`src/rtl/led7seg_pkg.sv`:
```
// ----------------------------------------------------------------------------
// led7seg_pkg
// Shared types and constants for the 74HC595 seven-segment scan driver.
//   scan_state_e    : scan FSM states (LOAD, SLO, SHI, LAT, LEND)
//   CHA_WIDTH       : bits shifted per digit (segment byte + digit-select byte)
//   DAT_WIDTH       : width of the full segment frame
//   DIG_IDX_W       : width of the digit index
//   TICKS_PER_DIGIT : ticks spent on one digit, LOAD included
// ----------------------------------------------------------------------------
package led7seg_pkg;

    localparam int unsigned DIG_NUM_DEF     = 8;
    localparam int unsigned SEG_NUM_DEF     = 8;
    localparam int unsigned CHA_WIDTH       = SEG_NUM_DEF + DIG_NUM_DEF;
    localparam int unsigned DAT_WIDTH       = SEG_NUM_DEF * DIG_NUM_DEF;
    localparam int unsigned DIG_IDX_W       = $clog2(DIG_NUM_DEF);
    localparam int unsigned TICKS_PER_DIGIT = 2 * CHA_WIDTH + 3;

    typedef enum logic [2:0] {
        LOAD,
        SLO,
        SHI,
        LAT,
        LEND
    } scan_state_e;

endpackage

```
`src/rtl/led7seg_hc595_scan_driver_tick_gen.sv`:
```
// ----------------------------------------------------------------------------
// led7seg_tick_gen
// Free-running power-of-two divider; tick_o is high for one clk on every wrap,
// i.e. once every 2**DIV_WIDTH clk cycles.
//   clk_i  : system clock
//   rst_i  : asynchronous active-high reset (counter cleared to 0)
//   tick_o : scan-rate enable
// ----------------------------------------------------------------------------
module led7seg_tick_gen #(
    parameter int unsigned DIV_WIDTH = 8
) (
    input  logic clk_i,
    input  logic rst_i,
    output logic tick_o
);

    logic [DIV_WIDTH-1:0] cnt_q;
    logic [DIV_WIDTH-1:0] cnt_d;

    always_comb begin
        cnt_d = cnt_q + DIV_WIDTH'(1);
    end

    always_ff @(posedge clk_i or posedge rst_i) begin
        if (rst_i) begin
            cnt_q <= '0;
        end else begin
            cnt_q <= cnt_d;
        end
    end

    assign tick_o = &cnt_q;

endmodule

```
`src/rtl/led7seg_hc595_scan_driver.sv`:
```
// ----------------------------------------------------------------------------
// led7seg_hc595_scan_driver
// Scans an 8-digit segment frame onto two chained 74HC595s, one digit at a
// time, MSB first: {segment byte of digit d, one-hot digit select}.
// A new frame is adopted only at the digit-0 LOAD, so a frame is never torn.
//   clk        : system clock
//   rst        : asynchronous active-high reset
//   dat        : frame; byte d is the segment pattern of digit d
//   vld        : dat valid, sampled every clk (last one before a boundary wins)
//   sclk       : 595 shift clock
//   rclk       : 595 storage clock
//   dio        : 595 serial data
//   frame_done : 1-clk pulse after the last digit is latched
// Build option: LED7SEG_DIG_ACTIVE_LOW_EN inverts the digit-select byte for
// common-anode boards with PNP digit drivers.
// ----------------------------------------------------------------------------
module led7seg_hc595_scan_driver
    import led7seg_pkg::*;
#(
    parameter int unsigned DIG_NUM   = DIG_NUM_DEF,
    parameter int unsigned SEG_NUM   = SEG_NUM_DEF,
    parameter int unsigned DIV_WIDTH = 8
) (
    input  logic                       clk,
    input  logic                       rst,
    input  logic [SEG_NUM*DIG_NUM-1:0] dat,
    input  logic                       vld,
    output logic                       sclk,
    output logic                       rclk,
    output logic                       dio,
    output logic                       frame_done
);

    localparam int unsigned CHA_W = SEG_NUM + DIG_NUM;
    localparam int unsigned IDX_W = (DIG_NUM > 1) ? $clog2(DIG_NUM) : 1;
    localparam int unsigned CNT_W = $clog2(CHA_W);

    logic                       tick;
    scan_state_e                state_q, state_d;
    logic [IDX_W-1:0]           dig_q, dig_d;
    logic [CNT_W-1:0]           bit_q, bit_d;
    logic [CHA_W-1:0]           shreg_q, shreg_d;
    logic [SEG_NUM*DIG_NUM-1:0] shadow_q, shadow_d;
    logic [SEG_NUM*DIG_NUM-1:0] frame_q, frame_d;
    logic                       sclk_q, sclk_d;
    logic                       rclk_q, rclk_d;
    logic                       dio_q, dio_d;
    logic                       fdone_q, fdone_d;

    logic [SEG_NUM*DIG_NUM-1:0] frame_sel;
    logic [DIG_NUM-1:0]         dig_sel;
    logic                       last_dig;

    led7seg_tick_gen #(
        .DIV_WIDTH(DIV_WIDTH)
    ) u_tick (
        .clk_i (clk),
        .rst_i (rst),
        .tick_o(tick)
    );

    assign last_dig = (dig_q == IDX_W'(DIG_NUM - 1));

    // At digit 0 the word is built from the frame being adopted in the same
    // tick, so a vld coinciding with the boundary lands in this frame.
    always_comb begin
        frame_sel = (dig_q == '0) ? (vld ? dat : shadow_q) : frame_q;
`ifdef LED7SEG_DIG_ACTIVE_LOW_EN
        dig_sel = ~(DIG_NUM'(1) << dig_q);
`else
        dig_sel = DIG_NUM'(1) << dig_q;
`endif
    end

    always_comb begin
        state_d  = state_q;
        dig_d    = dig_q;
        bit_d    = bit_q;
        shreg_d  = shreg_q;
        frame_d  = frame_q;
        sclk_d   = sclk_q;
        rclk_d   = rclk_q;
        dio_d    = dio_q;
        fdone_d  = 1'b0;
        shadow_d = vld ? dat : shadow_q;

        if (tick) begin
            case (state_q)
                LOAD: begin
                    frame_d = frame_sel;
                    shreg_d = {frame_sel[dig_q*SEG_NUM +: SEG_NUM], dig_sel};
                    bit_d   = '0;
                    state_d = SLO;
                end
                SLO: begin
                    sclk_d  = 1'b0;
                    dio_d   = shreg_q[CHA_W-1];
                    state_d = SHI;
                end
                SHI: begin
                    sclk_d  = 1'b1;
                    shreg_d = shreg_q << 1;
                    bit_d   = bit_q + CNT_W'(1);
                    state_d = (bit_q == CNT_W'(CHA_W - 1)) ? LAT : SLO;
                end
                LAT: begin
                    sclk_d  = 1'b0;
                    rclk_d  = 1'b1;
                    state_d = LEND;
                end
                LEND: begin
                    rclk_d  = 1'b0;
                    dig_d   = last_dig ? '0 : dig_q + IDX_W'(1);
                    fdone_d = last_dig;
                    state_d = LOAD;
                end
                default: begin
                    state_d = LOAD;
                end
            endcase
        end
    end

    always_ff @(posedge clk or posedge rst) begin
        if (rst) begin
            state_q  <= LOAD;
            dig_q    <= '0;
            bit_q    <= '0;
            shreg_q  <= '0;
            shadow_q <= '0;
            frame_q  <= '0;
            sclk_q   <= 1'b0;
            rclk_q   <= 1'b0;
            dio_q    <= 1'b0;
            fdone_q  <= 1'b0;
        end else begin
            state_q  <= state_d;
            dig_q    <= dig_d;
            bit_q    <= bit_d;
            shreg_q  <= shreg_d;
            shadow_q <= shadow_d;
            frame_q  <= frame_d;
            sclk_q   <= sclk_d;
            rclk_q   <= rclk_d;
            dio_q    <= dio_d;
            fdone_q  <= fdone_d;
        end
    end

    assign sclk       = sclk_q;
    assign rclk       = rclk_q;
    assign dio        = dio_q;
    assign frame_done = fdone_q;

endmodule

```
`config.mk`:
```
export PLATFORM = sky130hd
export DESIGN_NAME = led7seg_hc595_scan_driver
export DESIGN_NICKNAME = d
export VERILOG_FILES = /design/src/rtl/led7seg_pkg.sv /design/src/rtl/led7seg_hc595_scan_driver_tick_gen.sv /design/src/rtl/led7seg_hc595_scan_driver.sv
export SDC_FILE = /design/constraint.sdc
export NUM_CORES = 1
export LEC_CHECK = 0
export ABC_AREA = 1
export BUFFER_PORTS_ARGS = -buffer_cell sky130_fd_sc_hd__buf_2
export CORE_MARGIN = 2
export CORE_UTILIZATION = 45
export DETAILED_ROUTE_END_ITERATION = 6
export GPL_TIMING_DRIVEN = 0
export PLACE_DENSITY = 0.7
export RECOVER_POWER = 100
export SETUP_SLACK_MARGIN = 0.3
export SLEW_MARGIN = 20
export SYNTH_ARGS = -nofsm -noshare
export SYNTH_HDL_FRONTEND = slang
export SYNTH_SLANG_ARGS = --single-unit
export TNS_END_PERCENT = 30
```
`constraint.sdc`:
```
create_clock -name clk -period 5.5 [get_ports clk]
set_input_delay 1.1 -clock clk [delete_from_list [all_inputs] [get_ports clk]]
set_output_delay 1.1 -clock clk [all_outputs]
set_load 0.02 [all_outputs]
```
# After elaboration in Yosys (flattened, before gate mapping)
# Index checks and enable logic that the tools add are counted.
[word_totals]
register_bits = 166
word_cells = 46
[classes]
addsub = 3
eq_ne = 6
reduce_logical = 13
shift = 2
mux = 11
[op_table]
columns = ["op", "count"]
rows = [
  ["64-bit two-way mux", 2],
  ["64-bit by 7-bit variable part select with 8-bit output", 1],
  ["9-bit AND reduction", 6],
  ["16-bit one-hot mux with 2 select lines", 1],
  ["3-bit one-hot mux with 4 select lines", 1],
  ["8-bit by 1-bit adder with 8-bit output, second input constant", 1],
  ["4-bit one-hot mux with 2 select lines", 1],
  ["8-bit AND reduction", 1],
  ["1-bit by 3-bit left shift with 8-bit output, first input constant", 1],
  ["3-bit by 2-bit equality test with 1-bit output, second input constant", 2],
  ["3-bit equality test, second input constant", 2],
  ["3-bit logical NOT", 2],
  ["2-bit nonzero test", 3],
  ["4-bit by 1-bit adder with 4-bit output, second input constant", 1],
  ["4-bit equality test, second input constant", 1],
  ["1-bit one-hot mux with 2 select lines", 2],
  ["3-bit by 1-bit adder with 3-bit output, second input constant", 1],
  ["3-bit by 1-bit equality test with 1-bit output, second input constant", 1],
  ["3-bit two-way mux", 1],
  ["1-bit two-way mux", 2],
  ["2-bit two-way mux", 1],
  ["2-bit OR reduction", 1],
]

# Longest topological paths before layout
[depth]
word_depth = 4
depth_mapped = 14
depth_no_buf = 11

# By module
# A second synthesis with hierarchy kept.
[unflattened]
hier_cells = 915
area_unflattened_um2 = 7788.7
[modules_own_cells]
columns = ["mod", "n_inst", "cells_each", "area_each_um2"]
rows = [
  ["led7seg_hc595_scan_driver", 1, 874, 7432.1],
  ["led7seg_tick_gen", 1, 41, 356.6],
]

# Worst setup path before layout
# OpenSTA, ideal clock, no wires.
[synth_path]
kind = "flip-flop to flip-flop"
start = "register dig_q[1]"
end = "register shreg_q[13]"
t_required_ns = 5.384
arrival_time_ns = 2.255
path_stages_with_launch = 15
setup_slack_ns = 3.129
setup_time_ns = 0.116
n_path_buf = 3
path_cell_list = "dfrtp_1 -> clkbuf_1 -> clkinv_1 -> clkbuf_1 -> ha_1 -> inv_1 -> nor2_2 -> clkbuf_1 -> nand3_1 -> nand3_1 -> nand3_1 -> nand3_1 -> nand3_1 -> nand2_1 -> nand2_1"
[synth_via]
elab_chain_cells = 4
[synth_rtl]
columns = ["item", "line_no", "rtl"]
rows = [
  ["start, declared", "led7seg_hc595_scan_driver.sv:40", "logic [IDX_W-1:0] dig_q, dig_d;"],
  ["start signal, assigned", "led7seg_hc595_scan_driver.sv:138", "dig_q <= dig_d;"],
  ["3-bit logical NOT", "led7seg_hc595_scan_driver.sv:67", "frame_sel = (dig_q == '0) ? (vld ? dat : shadow_q) : frame_q;"],
  ["64-bit two-way mux", "led7seg_hc595_scan_driver.sv:67", ""],
  ["64-bit by 7-bit variable part select with 8-bit output (*)", "led7seg_hc595_scan_driver.sv:91", "shreg_d = {frame_sel[dig_q*SEG_NUM +: SEG_NUM], dig_sel};"],
  ["16-bit one-hot mux with 2 select lines (*)", "led7seg_hc595_scan_driver.sv:88", "case (state_q)"],
  ["end signal, assigned", "led7seg_hc595_scan_driver.sv:140", "shreg_q <= shreg_d;"],
  ["end, declared", "led7seg_hc595_scan_driver.sv:42", "logic [CHA_W-1:0] shreg_q, shreg_d;"],
]
# Every way passes the cells marked *; elsewhere a longest branch is shown, timed or not.
# A chain may end at the register's enable or synchronous reset.

==> impl_metrics.tcl <==
set metrics [dict create \
    outcome "finished with violations" \
    violations "capacitance limit, slew limit" \
    synth_xor_area_share_pct 0.5457 \
    synthFlopType "dfrtp_1" \
    post-route-period-util_pct 71.60 \
    r2r_cells 14 \
    cts_buffer_depth 2 \
    ioPinCount 71 \
    viasPerCell 5.240 \
    swShare_pct 23.02 \
    hold_path_startpoint "u_tick.cnt_q[0]" \
    drt_iter0_drc 551 \
    initial_utilization_pct 46.24 \
    grt_pass1_wl_um 34500 \
    hp-class "reg2reg" \
    die_w_um 137.5 \
    r2r_end "shreg_q[13]" \
    grt-ovfl-total 0 \
    slew_viol_final 122 \
    nNetsFinal 1185 \
    finalWorstSetupSlack_ps 1562 \
    synth_compound_area_share_pct 5.613 \
    yosys.area.top_type "dfrtp_1" \
    synth.area.top_cells "dfrtp_1, nand3_1, nand2_1, o21ai_0, inv_1" \
    fill_cells 1652 \
    start_kind "input port" \
    clock_tree.htree_level_count 4 \
    clock.fmax_ghz 0.2539 \
    drc 0 \
    max-vdd-ir-drop_v 0.0002280 \
    synthTopCellsByCount "nand2_1, nand3_1, dfrtp_1, inv_1, o21ai_0" \
    crit_arrival_ps 4200 \
    synth_most_common_cell "nand2_1" \
    setup_viol 0 \
    cts.sinks 166 \
    antenna_cells 0 \
    yosysWarnings 0 \
    clk_latency_ps 430 \
    setup_tns_ps 0 \
    synth_cell_types 32 \
    crit_type "in2async" \
    antenna_found_initial 0 \
    place_inst 1316 \
    synth_top_area_share_pct 51.76 \
    cts_resized 0 \
    clkPwrFrac_pct 45.9 \
    post_cts_buffers 0 \
    hold_violations 0 \
    route.detailed.wl_per_inst_um 15.71 \
    cp_max_fo 30 \
    share_comb_of_total_power_pct 7.3 \
    final_antenna_net_count 0 \
    routabilityCongestion 0.8447 \
    syn-instance-count 1016 \
    drv_cap 4 \
    switchingPower_mw 0.6263 \
    synth_edf_count 0 \
    grt.total_usage_pct 24.11 \
    slew_headroom_pct -19.98 \
    ys_ff_latch 166 \
    wl_um 21160 \
    skew_ps 8.475 \
    r2r_slack_ps 1580 \
    syn2layout_area_growth_pct 15.14 \
    cts_inserted_buffers 17 \
    ys_seq_area_share_pct 51.76 \
    dp_hpwl_um 15310 \
    cts.clk_slew.worst_paths_ps 50 \
    async_reset_ff_share_pct 100.0 \
    cp.required_ps 5760 \
    syn_nets 1091 \
    p_leak_nw 4.720 \
    cts_root_buf "clkbuf_16" \
    drive_above_1_share_pct 10.61 \
    vias 7058 \
    finalNonFillerCells 1347 \
    synth.avg_cell_area_um2 7.899 \
    netlist_area_um2 8025 \
    power.internal_mw 2.094 \
    grt_setup_unrepaired "no" \
    synthAdderAreaFrac_pct 1.247 \
    dieHeight_um 137.5 \
    seq_area_um2 4154 \
    layout_min_cycle_time_ps 3938 \
    power_mw 2.720 \
    worstMarginPinSlew_ps 1800 \
    dr.pass1.iters 5 \
    core_area_um2 17360 \
    die-area_um2 18920 \
    reg2reg_from "dig_q[0]" \
    synth.area.mux_share_pct 0.2650 \
    grt_max_degree 34 \
    critPathCaptureType "async pin" \
    worstHoldEndpoint "u_tick.cnt_q[0]" \
    cts_tree "yes" \
    synth_simple_gate_area_share_pct 33.02 \
    seq_power_share_pct 46.8 \
    hold_depth 1 \
    fp-row-count 48 \
    pre_cts_ws_ps 1953 \
    multi_input_area_um2 3232 \
    power_density_nw_per_um2 294.4 \
    synth_top_family_by_area "simple AND/OR/NAND/NOR gates" \
    grt_pass1_vias 6824 \
    io_buffers 70 \
    cts_hold_buffers 0 \
]
## area by class of cell
type | count | area share (%)
Sequential cell | 166 | 44.96
Multi-Input combinational cell | 707 | 34.98
Clock buffer | 22 | 4.915
Timing Repair Buffer | 75 | 4.103
Inverter | 86 | 3.507
Tap cell | 225 | 3.047
Buffer | 57 | 2.857
Clock inverter | 9 | 1.638
## registers in the layout, indices dropped and copies added (netlist names)
name,flops
bit_q,4
dig_q,3
dio,1
frame_done,1
frame_q,64
rclk,1
sclk,1
shadow_q,64
shreg_q,16
state_q,3
u_tick.cnt_q,8
## routing by layer
| layer | GRT usage, % | vias to the layer above | wire length, um |
|---|---|---|---|
| li1 | - | 3502 | - |
| met1 | 33.77 | 3306 | 9866 |
| met2 | 38.14 | 225 | 9817 |
| met3 | 4.820 | 25 | 1144 |
| met4 | 6.987 | 0 | 328 |
| met5 | 0 | - | 0 |
## kinds of logic (layout without fill, tap and decap cells)
| group | count (synthesis) | count (layout) |
|---|---|---|
| flip-flops | 166 | 166 |
| AND/OR/NAND/NOR | 604 | 604 |
| multiplexers | 2 | 2 |
| AO/OA/AOI/OAI | 88 | 88 |
| buffers and inverters | 143 | 249 |
| adder cells (fa/ha/maj) | 8 | 8 |
| XOR/XNOR | 5 | 5 |
## worst max-delay path, stage by stage
cell and delay, ps:
buf_2 100, clkinvlp_2 490, clkbuf_1 1300, clkbuf_1 1190
## stage by stage
stage | utilization [%] | hold slack, ps | instance area [um2]
after global placement | 49.90 | 448.5 | 8661
after detailed placement | 50.48 | 453.6 | 8761
final | 53.24 | 455.5 | 9240
after CTS | 53.96 | 468.6 | 9366
after global routing | 53.24 | 465.5 | 9240
after floorplan | - | 437.1 | 8029
## worst max path at each step
| stage | startpoint | end | slack, ps | depth (start not counted) |
|---|---|---|---|---|
| final | rst | u_tick.cnt_q[5] | 1560 | 4 |
| after global routing | rst | u_tick.cnt_q[5] | 860 | 4 |
| after CTS | dig_q[1] | shreg_q[15] | 1920 | 14 |
| after detailed placement | dig_q[1] | shreg_q[15] | 1950 | 14 |
| after global placement | rst | shadow_q[54] | 1150 | 2 |
| after floorplan | rst | bit_q[0] | 2290 | 1 |
## cells in the final DEF (no fill, tap or decap), drive strengths merged
master    netlist  layout
a41oi           1       1
clkinv          1       6
nor4            1       1
nor3            7       7
mux2i           1       1
xnor2           2       2
mux2            1       1
nand3         257     257
bufinv          0       4
o21ai          79      79
a31oi           5       5
a21oi           3       3
dfrtp         166     166
inv            85      83
nor2           33      33
buf            38      90
and3            1       1
clkbuf         19      64
clkinvlp        0       2
xor2            3       3
nand4           1       1
nand2         304     304
ha              8       8
## power groups by stage
stage                     registers (mW)  logic, mW  clock network, mW
after floorplan                     1.29      0.125                  0
after global placement              1.30      0.194                  0
after detailed placement            1.30      0.208                  0
after CTS                           1.27      0.208               1.27
after global routing                1.28      0.227               1.32
final                               1.27      0.199               1.25
(Power assumes the default switching activity.)
